<file path="config.mk">
export PLATFORM = sky130hd
export DESIGN_NAME = dmem_arbiter
export DESIGN_NICKNAME = d
export VERILOG_FILES = /design/src/rtl/dmem_arb_pkg.sv /design/src/rtl/rr_arb2.sv /design/src/rtl/dmem_arbiter.sv
export SDC_FILE = /design/constraint.sdc
export NUM_CORES = 1
export LEC_CHECK = 0
export BUFFER_PORTS_ARGS = -buffer_cell sky130_fd_sc_hd__buf_2
export CORE_UTILIZATION = 49
export CTS_CLUSTER_SIZE = 40
export DETAILED_ROUTE_END_ITERATION = 10
export PLACE_DENSITY = 0.82
export SLEW_MARGIN = 20
export SYNTH_ARGS = -nofsm -noshare
export SYNTH_HDL_FRONTEND = slang
export SYNTH_SLANG_ARGS = --single-unit
</file>
<file path="constraint.sdc">
create_clock -name clk -period 6 [get_ports clk]
set_input_delay 0.6 -clock clk [delete_from_list [all_inputs] [get_ports clk]]
set_output_delay 0.6 -clock clk [all_outputs]
set_load 0.01 [all_outputs]
</file>
<file path="src/rtl/dmem_arb_pkg.sv">
// Shared constants and types for the two-port data-memory arbiter.
// Optional feature macro: DMEM_ARB_FIXED_PRIO_EN (port 0 always wins conflicts).
package dmem_arb_pkg;

  localparam int unsigned AW_DEF    = 6;
  localparam int unsigned DW_DEF    = 32;
  localparam int unsigned NUM_PORTS = 2;

  localparam logic PORT0 = 1'b0;
  localparam logic PORT1 = 1'b1;

  typedef enum logic {
    IDLE  = 1'b0,
    ISSUE = 1'b1
  } state_t;

  // Index of the asserted bit of a 2-bit one-hot select.
  function automatic logic onehot_idx(input logic [NUM_PORTS-1:0] sel);
    return sel[1];
  endfunction

endpackage

</file>
<file path="src/rtl/rr_arb2.sv">
// Two-way picker: returns a one-hot select among eligible requesters.
// On conflict the requester named by ptr wins.
module rr_arb2
  import dmem_arb_pkg::*;
(
  input  logic [NUM_PORTS-1:0] elig,
  input  logic                 ptr,
  output logic [NUM_PORTS-1:0] sel_c
);

  always_comb begin
    sel_c = '0;
    case (elig)
      2'b01:   sel_c = 2'b01;
      2'b10:   sel_c = 2'b10;
      2'b11:   sel_c[ptr] = 1'b1;
      default: sel_c = '0;
    endcase
  end

endmodule

</file>
<file path="src/rtl/dmem_arbiter.sv">
// Arbitrates CPU (port 0) and DMA/debug (port 1) accesses onto a single-port data memory.
// Define DMEM_ARB_FIXED_PRIO_EN for fixed port-0 priority; default is round-robin.
module dmem_arbiter
  import dmem_arb_pkg::*;
#(
  parameter int unsigned AW = AW_DEF,
  parameter int unsigned DW = DW_DEF
) (
  input  logic          clk,
  input  logic          rst,
  input  logic          req0,
  input  logic          req1,
  input  logic          we0,
  input  logic          we1,
  input  logic [AW-1:0] addr0,
  input  logic [AW-1:0] addr1,
  input  logic [DW-1:0] wdata0,
  input  logic [DW-1:0] wdata1,
  output logic          gnt0,
  output logic          gnt1,
  output logic          rvalid0,
  output logic          rvalid1,
  output logic [DW-1:0] rdata0,
  output logic [DW-1:0] rdata1,
  output logic          mem_we,
  output logic [AW-1:0] mem_a,
  output logic [DW-1:0] mem_d,
  input  logic [DW-1:0] mem_q
);

  state_t               state;
  logic                 cmd_port;
  logic                 arb_ptr;
  logic [NUM_PORTS-1:0] elig_c;
  logic [NUM_PORTS-1:0] sel_c;

  // A request seen while its own grant is high is the one being served.
  assign elig_c = {req1 & ~gnt1, req0 & ~gnt0};

  rr_arb2 u_arb (
    .elig  (elig_c),
    .ptr   (arb_ptr),
    .sel_c (sel_c)
  );

`ifdef DMEM_ARB_FIXED_PRIO_EN
  assign arb_ptr = PORT0;
`else
  logic rr_ptr;

  // Pointer moves to the port that was not just granted.
  always_ff @(posedge clk or posedge rst) begin
    if (rst) begin
      rr_ptr <= PORT0;
    end else if (|sel_c) begin
      rr_ptr <= ~onehot_idx(sel_c);
    end
  end

  assign arb_ptr = rr_ptr;
`endif

  always_ff @(posedge clk or posedge rst) begin
    if (rst) begin
      state    <= IDLE;
      cmd_port <= PORT0;
      gnt0     <= 1'b0;
      gnt1     <= 1'b0;
      rvalid0  <= 1'b0;
      rvalid1  <= 1'b0;
      rdata0   <= '0;
      rdata1   <= '0;
      mem_we   <= 1'b0;
      mem_a    <= '0;
      mem_d    <= '0;
    end else begin
      gnt0    <= sel_c[0];
      gnt1    <= sel_c[1];
      rvalid0 <= 1'b0;
      rvalid1 <= 1'b0;

      // Read return for the command that was on the memory this cycle.
      if (state == ISSUE && !mem_we) begin
        if (cmd_port == PORT1) begin
          rvalid1 <= 1'b1;
          rdata1  <= mem_q;
        end else begin
          rvalid0 <= 1'b1;
          rdata0  <= mem_q;
        end
      end

      if (|sel_c) begin
        state    <= ISSUE;
        cmd_port <= onehot_idx(sel_c);
        if (sel_c[1]) begin
          mem_we <= we1;
          mem_a  <= addr1;
          mem_d  <= wdata1;
        end else begin
          mem_we <= we0;
          mem_a  <= addr0;
          mem_d  <= wdata0;
        end
      end else begin
        // mem_a/mem_d hold so the memory address bus stays quiet.
        state  <= IDLE;
        mem_we <= 1'b0;
      end
    end
  end

endmodule

</file>
# Word-level counts from Yosys, hierarchy flattened
# Cells that the tools add are included.
totals:
  register_bits: 110
  out_inout_bits: 107
classes:
  bitwise: 6
  n_reduce_logical: 6
  n_mux: 12
  eq_ne: 3
  magnitude_cmp: 2
op_table:
  columns: ["cell", "count"]
  rows:
  - ["32-bit 2-to-1 mux", 1]
  - ["1-bit 2-to-1 mux", 8]
  - ["6-bit 2-to-1 mux", 1]
  - ["2-bit case mux with 3 select lines", 1]
  - ["2-bit == test (second input constant)", 2]
  - ["1-bit NOT", 4]
  - ["2-bit AND reduction", 2]
  - ["1-bit bitwise AND", 2]
  - ["2-bit by 1-bit == test with 1-bit output (second input constant)", 1]
  - ["1-bit logical AND", 2]
  - ["1-bit by 2-bit < comparator with 1-bit output (second input constant)", 1]
  - ["2-bit OR reduction", 1]
  - ["1-bit demux with 1-bit select", 1]
  - ["1-bit greater-or-equal comparator (second input constant)", 1]
  - ["1-bit zero test", 1]

# Depth between registers and ports, before layout
# Gate-level depths: netlist of run 1.
logic_depth:
  depth_word: 7
  mapped_depth: 5
  mapped_depth_nobuf: 3

# Cells and area by module
# From an unflattened synthesis of run 1, not the netlist that was laid out.
unflattened:
  hier_cells: 325
  hier_area_um2: 4408.0
by_module_without_submodules:
  columns: ["module", "n_inst", "cells_per_inst", "seq_area_each_um2", "area_per_inst_um2"]
  rows:
  - ["dmem_arbiter", 1, 322, 2752.6, 4389.2]
  - ["rr_arb2", 1, 3, 0.0, 18.8]

# Worst setup path after synthesis of run 1
# OpenSTA, ideal clock, no wires.
synth_timing:
  kind: "input to register"
  from: "in req1"
  to: "reg mem_a[0]"
  setup_ns: 0.126
  t_arrival_ns: 1.383
  required_time_ns: 5.874
  cell_stages: 5
  path_slack_ns: 4.491
  path_buffers: 2
  path_cell_list: "nor2b_4 > buf_6 > o21a_1 > buf_2 > a221o_1"
synth_between:
  elab_chain_len: 4
  elab_cells_between_ends: 7
  classes_between: "eq/ne (3); mux (2); bitwise (1); reduce/logical (1)"
synth_lines:
  columns: ["element", "line_no", "rtl"]
  rows:
  - ["from (decl)", "dmem_arbiter.sv:12", "input logic req1,"]
  - ["1-bit bitwise AND (*)", "dmem_arbiter.sv:38", "assign elig_c = {req1 & ~gnt1, req0 & ~gnt0};"]
  - ["2-bit == test / 2-bit by 1-bit == test with 1-bit output (equally long branches)", "rr_arb2.sv:13", "case (elig)"]
  - ["2-bit case mux with 3 select lines (*)", "rr_arb2.sv:13", null]
  - ["6-bit 2-to-1 mux / 2-bit OR reduction (equally long branches)", "dmem_arbiter.sv:96, dmem_arbiter.sv:93", null]
  - ["to (signal assigned)", "dmem_arbiter.sv:98", "mem_a <= addr1;"]
  - ["to (signal assigned)", "dmem_arbiter.sv:102", "mem_a <= addr0;"]
  - ["to (decl)", "dmem_arbiter.sv:26", "output logic [AW-1:0] mem_a,"]
# Every way passes the cells marked *; elsewhere a longest branch is shown, timed or not.
# A chain may end at the register's enable or synchronous reset.

# Worst setup path in the final report of run 1
layout_timing:
  from: "reg gnt1"
  to: "reg mem_d[26]"
layout_between:
  elab_chain_len: 5
  elab_cells_between_ends: 8
  classes_between: "eq/ne (3); mux (2); bitwise (2); reduce/logical (1)"
layout_lines:
  columns: ["element", "line_no", "rtl"]
  rows:
  - ["from (decl)", "dmem_arbiter.sv:20", "output logic gnt1,"]
  - ["from (signal assigned)", "dmem_arbiter.sv:78", "gnt1 <= sel_c[1];"]
  - ["1-bit NOT (*)", "dmem_arbiter.sv:38", null]
  - ["1-bit bitwise AND (*)", "dmem_arbiter.sv:38", null]
  - ["2-bit == test / 2-bit by 1-bit == test with 1-bit output (equally long branches)", "rr_arb2.sv:13", null]
  - ["2-bit case mux with 3 select lines (*)", "rr_arb2.sv:13", null]
  - ["32-bit 2-to-1 mux / 2-bit OR reduction (equally long branches)", "dmem_arbiter.sv:96, dmem_arbiter.sv:93", null]
  - ["to (signal assigned)", "dmem_arbiter.sv:99", "mem_d <= wdata1;"]
  - ["to (signal assigned)", "dmem_arbiter.sv:103", "mem_d <= wdata0;"]
  - ["to (decl)", "dmem_arbiter.sv:27", "output logic [DW-1:0] mem_d,"]
# Marks and branches as above.

==> results of run 1 <==
==> synth_stat cells <==
master	instances	area [um^2]
buf_4	5	37.54
buf_6	10	112.6
a221o_1	38	380.4
nor3b_1	38	285.3
mux2_2	60	675.7
nand2b_4	1	13.76
nand3b_2	1	11.26
a21o_1	1	7.510
inv_1	2	7.510
nand3b_1	1	7.510
nor3b_4	1	18.77
nand3_1	1	5.000
buf_2	9	45.04
o21ai_0	2	10.01
nor2b_4	1	13.76
mux2_1	4	45.04
dfrtp_1	110	2753
a21oi_4	1	16.27
nor2b_1	1	6.260
o21a_1	2	15.01
or2_2	1	6.260
==> critical path, stage by stage (launching register included) <==
cell and delay [ns]:
dfrtp_1 0.44, nor2b_4 0.12, buf_4 0.40, o21a_1 0.44, buf_4 0.40, a221o_1 0.21
==> state kept, by name (all words and copies together) (netlist names) <==
signal and flops:
mem_a 6, cmd_port 1, gnt0 1, rdata0 32, rvalid0 1, gnt1 1
mem_d 32, state 1, mem_we 1, rvalid1 1, arb_ptr 1, rdata1 32
==> layer usage <==
| layer | vias up | GRT usage, % | part of all wire (%) | routed length, um |
|---|---|---|---|---|
| met5 | - | 0 | 0 | 0 |
| met4 | 0 | 7.919 | 1.5 | 151 |
| met2 | 161 | 36.36 | 49 | 5082 |
| li1 | 1514 | - | - | - |
| met1 | 1672 | 27.46 | 42 | 4352 |
| met3 | 14 | 4.748 | 6.9 | 712 |
==> where the power goes <==
group	internal, mW	switching (mW)
logic	0.492	0.452
clock network	0.197	0.247
registers	1.03	0.148
total	1.72	0.848
==> final cells by class <==
class                      instances  area (um^2)  share of cell area [%]
clock buffer                      10        127.6                   2.218
multi-input combinational        154         1520                   26.42
timing repair buffer             225         1139                   19.79
tap                              108        135.1                   2.349
inverter                           2        10.01                  0.1740
clock inverter                     6        68.82                   1.196
sequential                       110         2753                   47.85
==> through the flow <==
stage | cells | utilization, % | setup WS (ns) | hold slack [ns]
5_1_grt | 615 | 65.65 | 3.761 | 0.3624
3_5_place_dp | 599 | 63.41 | 3.653 | 0.4739
6_report | 615 | 65.65 | 3.907 | 0.3256
3_3_place_gp | 599 | 63.41 | 3.733 | 0.4649
2_1_floorplan | 290 | - | 2.498 | 0.5288
4_1_cts | 615 | 65.65 | 3.879 | 0.3274
==> worst max path at each step <==
stage	from	end	slack, ns	depth (start not counted)
after floorplan	rst	arb_ptr	2.50	1
after global placement	req1	mem_we	3.73	5
after detailed placement	req1	mem_we	3.65	5
after CTS	cmd_port	rdata0[24]	3.88	3
after global routing	mem_we	rdata0[24]	3.76	3
final	gnt1	mem_d[26]	3.91	5
==> cell families (layout without fill, tap and decap cells) <==
| logic type | Yosys count | in the layout |
|---|---|---|
| multiplexers | 64 | 64 |
| AND/OR/NAND/NOR | 46 | 46 |
| buffers and inverters | 26 | 243 |
| flip-flops | 110 | 110 |
| AO/OA/AOI/OAI | 44 | 44 |
==> run summary, run 1 <==
Initial Util: 51.04%
final setup TNS: 0 ns
clk_skew: 0.01522 ns
TritonCTS clock tree: yes
iteration-0 DRC count of the detailed router: 70
reg2reg end: mem_d[26]
min Tclk post-route: 2.093 ns
Max Clock Freq: 0.4778 GHz
Fillers: 659
complex-gate fraction of the synthesized area: 9.594%
Resize count post-CTS: 0
Post-Route WL: 10300 um
commonest non-fill, non-tap cell in the layout: buf_2
first-pass GRT wire length: 16450 um
worst hold path type: input pin to async pin
library cells used by synthesis: 21
Pre-antenna DRT Iters: 4
grt ovf: 0
Mapped Area: 4473 um^2
Final #Nets: 616
Cells after Synth: 290
Final ANT Viol Nets: 0
via density per instance: 5.465
commonest cells after routing, fill and taps aside: 220 x buf_2, 110 x dfrtp_1, 60 x mux2_2, 38 x nor3b_1, 38 x a221o_1
placed cell areas: 5557 um^2
Total Power: 2.570 mW
hold buffers post-CTS: 0
hpwl dp: 7466 um
Leak: 2.815 nW
flop2flop setup slack: 3.91 ns
die area: 9515 um^2
# Max-Cap Violations: 0
Synth Area in Adders: 0%
Max Slew Vio Count: 0
layout cells sized above 1: 60.75%
Clk Latency, worst-skew pair: 0.36 ns
Area Growth Syn to Fin: 28.62%
status: finished, final reports clean
# diodes: 0
row count: 34
Syn Nets: 404
Die Y-Extent: 97.55 um
clock sink total: 110
crit path kind: flop to flop
Reg clk slew, reported paths: 0.11 ns
antenna violations before repair: 0
Rel. slew slack: 28.96%
die width: 97.55 um
post-synthesis xor/xnor area fraction: 0%
CTS Buf Count: 9
Required @ worst endpoint: 6.29 ns
pwr dens: 446.7 nW/um^2
Max Root-Sink Buffers: 2
Placer Congestion: 0.7612
H-tree depth: 3
Final period util: 34.89%
Synth Register Bits: 110
register area share after synthesis: 61.54%
Worst setup SP type: flop
CORE AREA: 8763 um^2
post-CTS setup buffer count: 0
area share of and/or/nand/nor cells after synthesis: 8.224%
Critical Path AT: 2.38 ns
largest net degree at the start of global routing: 57
crit path max fanout: 42
Max IR drop VDD: 0.1507 mV
Final Cell Area: 5753 um^2
synth warn: 0
syn_area_per_cell: 15.42 um^2
DR WL/cell: 16.75 um
IO buf count: 220
Tot GR Track Use: 21.62%
Ports: 221
final hold vios: 0
vias: 3361
CTS Root Buffer Type: clkbuf_8
CP Capture Type: flop
Worst Tran Pin Value: 1.063 ns
Finish-stage setup viols: 0
RSZ-0062 raised after global routing: false
largest family of logic cells by synthesized area: multiplexers
vias in the first global route: 3405
# DRC: 0
Critical R2R Launch: gnt1
mux contribution to synthesized area: 16.11%
Worst Reg-to-Reg Cells: 5
(Power assumes the default switching activity.)
==> run 2: changes to the inputs <==
CORE_UTILIZATION = 41   (was 49)
PLACE_DENSITY = 0.73   (was 0.82)
clock period = 1.9 ns   (was 6 ns; I/O delays follow)
==> run 2 against run 1 <==
Critical path depth decreased by 1. Clock power rose to 3.4 times the previous value. Flip-flop and latch count unchanged. Highest routed layer unchanged.
==> run summary, run 2 (synthesis gave the netlist of run 1 again) <==
status: finished, final reports clean (unchanged)
Leak: 2.860 nW (was 2.815 nW)
die area: 11330 um^2 (was 9515 um^2)
Area Growth Syn to Fin: 31.69% (was 28.62%)
final hold slack: 0.05209 ns (was 0.3256 ns)
Slowest cell on crit path: dfrtp_1 (unchanged)
H-tree depth: 3 (unchanged)
clk_skew: 0.008002 ns (was 0.01522 ns)
Initial Util: 42.75% (was 51.04%)
Max Slew Vio Count: 0 (unchanged)
antenna violations before repair: 0 (unchanged)
hpwl dp: 7445 um (was 7466 um)
Final ANT Viol Nets: 0 (unchanged)
vias in the first global route: 3378 (was 3405)
final core occ: 56.30% (was 65.65%)
Clk Latency, worst-skew pair: 0.36 ns (about the same)
Rel. slew slack: 60.29% (was 28.96%)
Max Clock Freq: 0.6132 GHz (was 0.4778 GHz)
vias: 3298 (was 3361)
Final period util: 85.83% (was 34.89%)
crit path kind: flop to flop (unchanged)
non-filler instance count after layout: 647 (was 615)
Placer Congestion: 0.7729 (was 0.7612)
Final #Nets: 620 (was 616)
Finish-stage setup viols: 0 (unchanged)
largest net degree at the start of global routing: 111 (was 57)
crit path max fanout: 30 (was 42)
# DRC: 0 (unchanged)
Total Power: 8.265 mW (was 2.570 mW)
RSZ-0062 raised after global routing: false (unchanged)
Top Registers: mem_d: 32 flops, rdata0: 32 flops, rdata1: 32 flops (unchanged)
CORE AREA: 10460 um^2 (was 8763 um^2)
Worst setup SP type: flop (unchanged)
worst hold path type: input pin to flop (was input pin to async pin)
Tot GR Track Use: 18.65% (was 21.62%)
Max Root-Sink Buffers: 2 (unchanged)
grt ovf: 0 (unchanged)
pre-CTS setup slack: 0.2816 ns (was 3.653 ns)
DR WL/cell: 15.77 um (was 16.75 um)
Ports: 221 (unchanged)
Worst Tran Pin Value: 0.5957 ns (was 1.063 ns)
setup ws final: 0.2693 ns (was 3.907 ns)
via density per instance: 5.097 (was 5.465)
iteration-0 DRC count of the detailed router: 117 (was 70)
Max IR drop VDD: 0.6902 mV (was 0.1507 mV)
critical path cell sequence: nor2b_4 > buf_4 > nor3b_1 > a221o_1 (was nor2b_4 > buf_4 > o21a_1 > buf_4 > a221o_1)
# Max-Cap Violations: 0 (unchanged)
min Tclk post-route: 1.631 ns (was 2.093 ns)
Final Cell Area: 5891 um^2 (was 5753 um^2)
TritonCTS clock tree: yes (unchanged)
layout cells sized above 1: 60.67% (was 60.75%)
die width: 106.5 um (was 97.55 um)
IO buf count: 220 (unchanged)
Die Y-Extent: 106.5 um (was 97.55 um)
Required @ worst endpoint: 2.14 ns (was 6.29 ns)
CP Buf/Inv Count: 1 (was 2)
Post-Route WL: 10200 um (was 10300 um)
CP Capture Type: flop (unchanged)
row count: 37 (was 34)
clock sink total: 110 (unchanged)
first-pass GRT wire length: 16430 um (was 16450 um)
Pre-antenna DRT Iters: 4 (unchanged)
CTS Root Buffer Type: clkbuf_8 (unchanged)
commonest cells after routing, fill and taps aside: 220 x buf_2, 110 x dfrtp_1, 60 x mux2_2, 38 x nor3b_1, 38 x a221o_1 (unchanged)
# diodes: 0 (unchanged)
CP max stage delay: 0.43 ns (was 0.44 ns)
Resize count post-CTS: 0 (unchanged)
final hold vios: 0 (unchanged)
Crit path max-delay family: flip-flops (was buffers and inverters)
CTS Buf Count: 9 (unchanged)
Post-Place Cells: 630 (was 599)
Reg clk slew, reported paths: 0.10 ns (was 0.11 ns)
placed cell areas: 5665 um^2 (was 5557 um^2)
commonest non-fill, non-tap cell in the layout: buf_2 (unchanged)
final setup TNS: 0 ns (unchanged)
Critical Path AT: 1.87 ns (was 2.38 ns)
pwr dens: 1403 nW/um^2 (was 446.7 nW/um^2)
-- run 2: timing repair --
item | in CTS | in global routing
hold endpoints to repair | 20 | 0
hold buffers | 1 | 0
setup buffers | 0 | 0
setup endpoints to repair | 0 | 0
-- run 2: power breakdown --
part	switching (mW)	internal (mW)	total, mW
Sequential	0.461	3.26	3.73
Combinational	1.44	1.60	3.04
Clock	0.725	0.776	1.50
-- run 2: cell type report --
cell class / instances / area, um^2
fillers: 894 / 4572
flip-flops and latches: 110 / 2753
multi-input cells: 154 / 1520
repair buffers: 229 / 1221
well taps: 136 / 170.2
clock buffers: 12 / 145.1
clock inverters: 4 / 70.07
inverters: 2 / 11.26
-- run 2: path summary, 6_finish.rpt --
path	slack [ns]	start	cells past startpoint	endpoint
hold / removal	0.05	wdata0[26]	2	mem_d[26]
setup / recovery	0.27	gnt1	4	mem_d[31]
setup reg to reg	0.27	gnt1	4	mem_d[31]
hold reg to reg	0.49	rdata0[18]	1	rdata0[18]
max in group asynchronous	0.92	rst	4	cmd_port
min in group asynchronous	0.48	rst	4	mem_d[15]
-- run 2: worst register-to-register path, cell delays in order (launching register included) --
cell     delay [ns]
dfrtp_1        0.43
nor2b_4        0.31
buf_4          0.38
nor3b_1        0.12
a221o_1        0.29
-- run 2: layer usage --
metal  up-vias  part of all wire (%)  GRT usage [%]
li1       1520                     -              -
met1      1602                    41          22.88
met2       166                    49          31.91
met3        10                   8.2          4.231
met4         0                   1.4          7.241
met5         -                     0              0
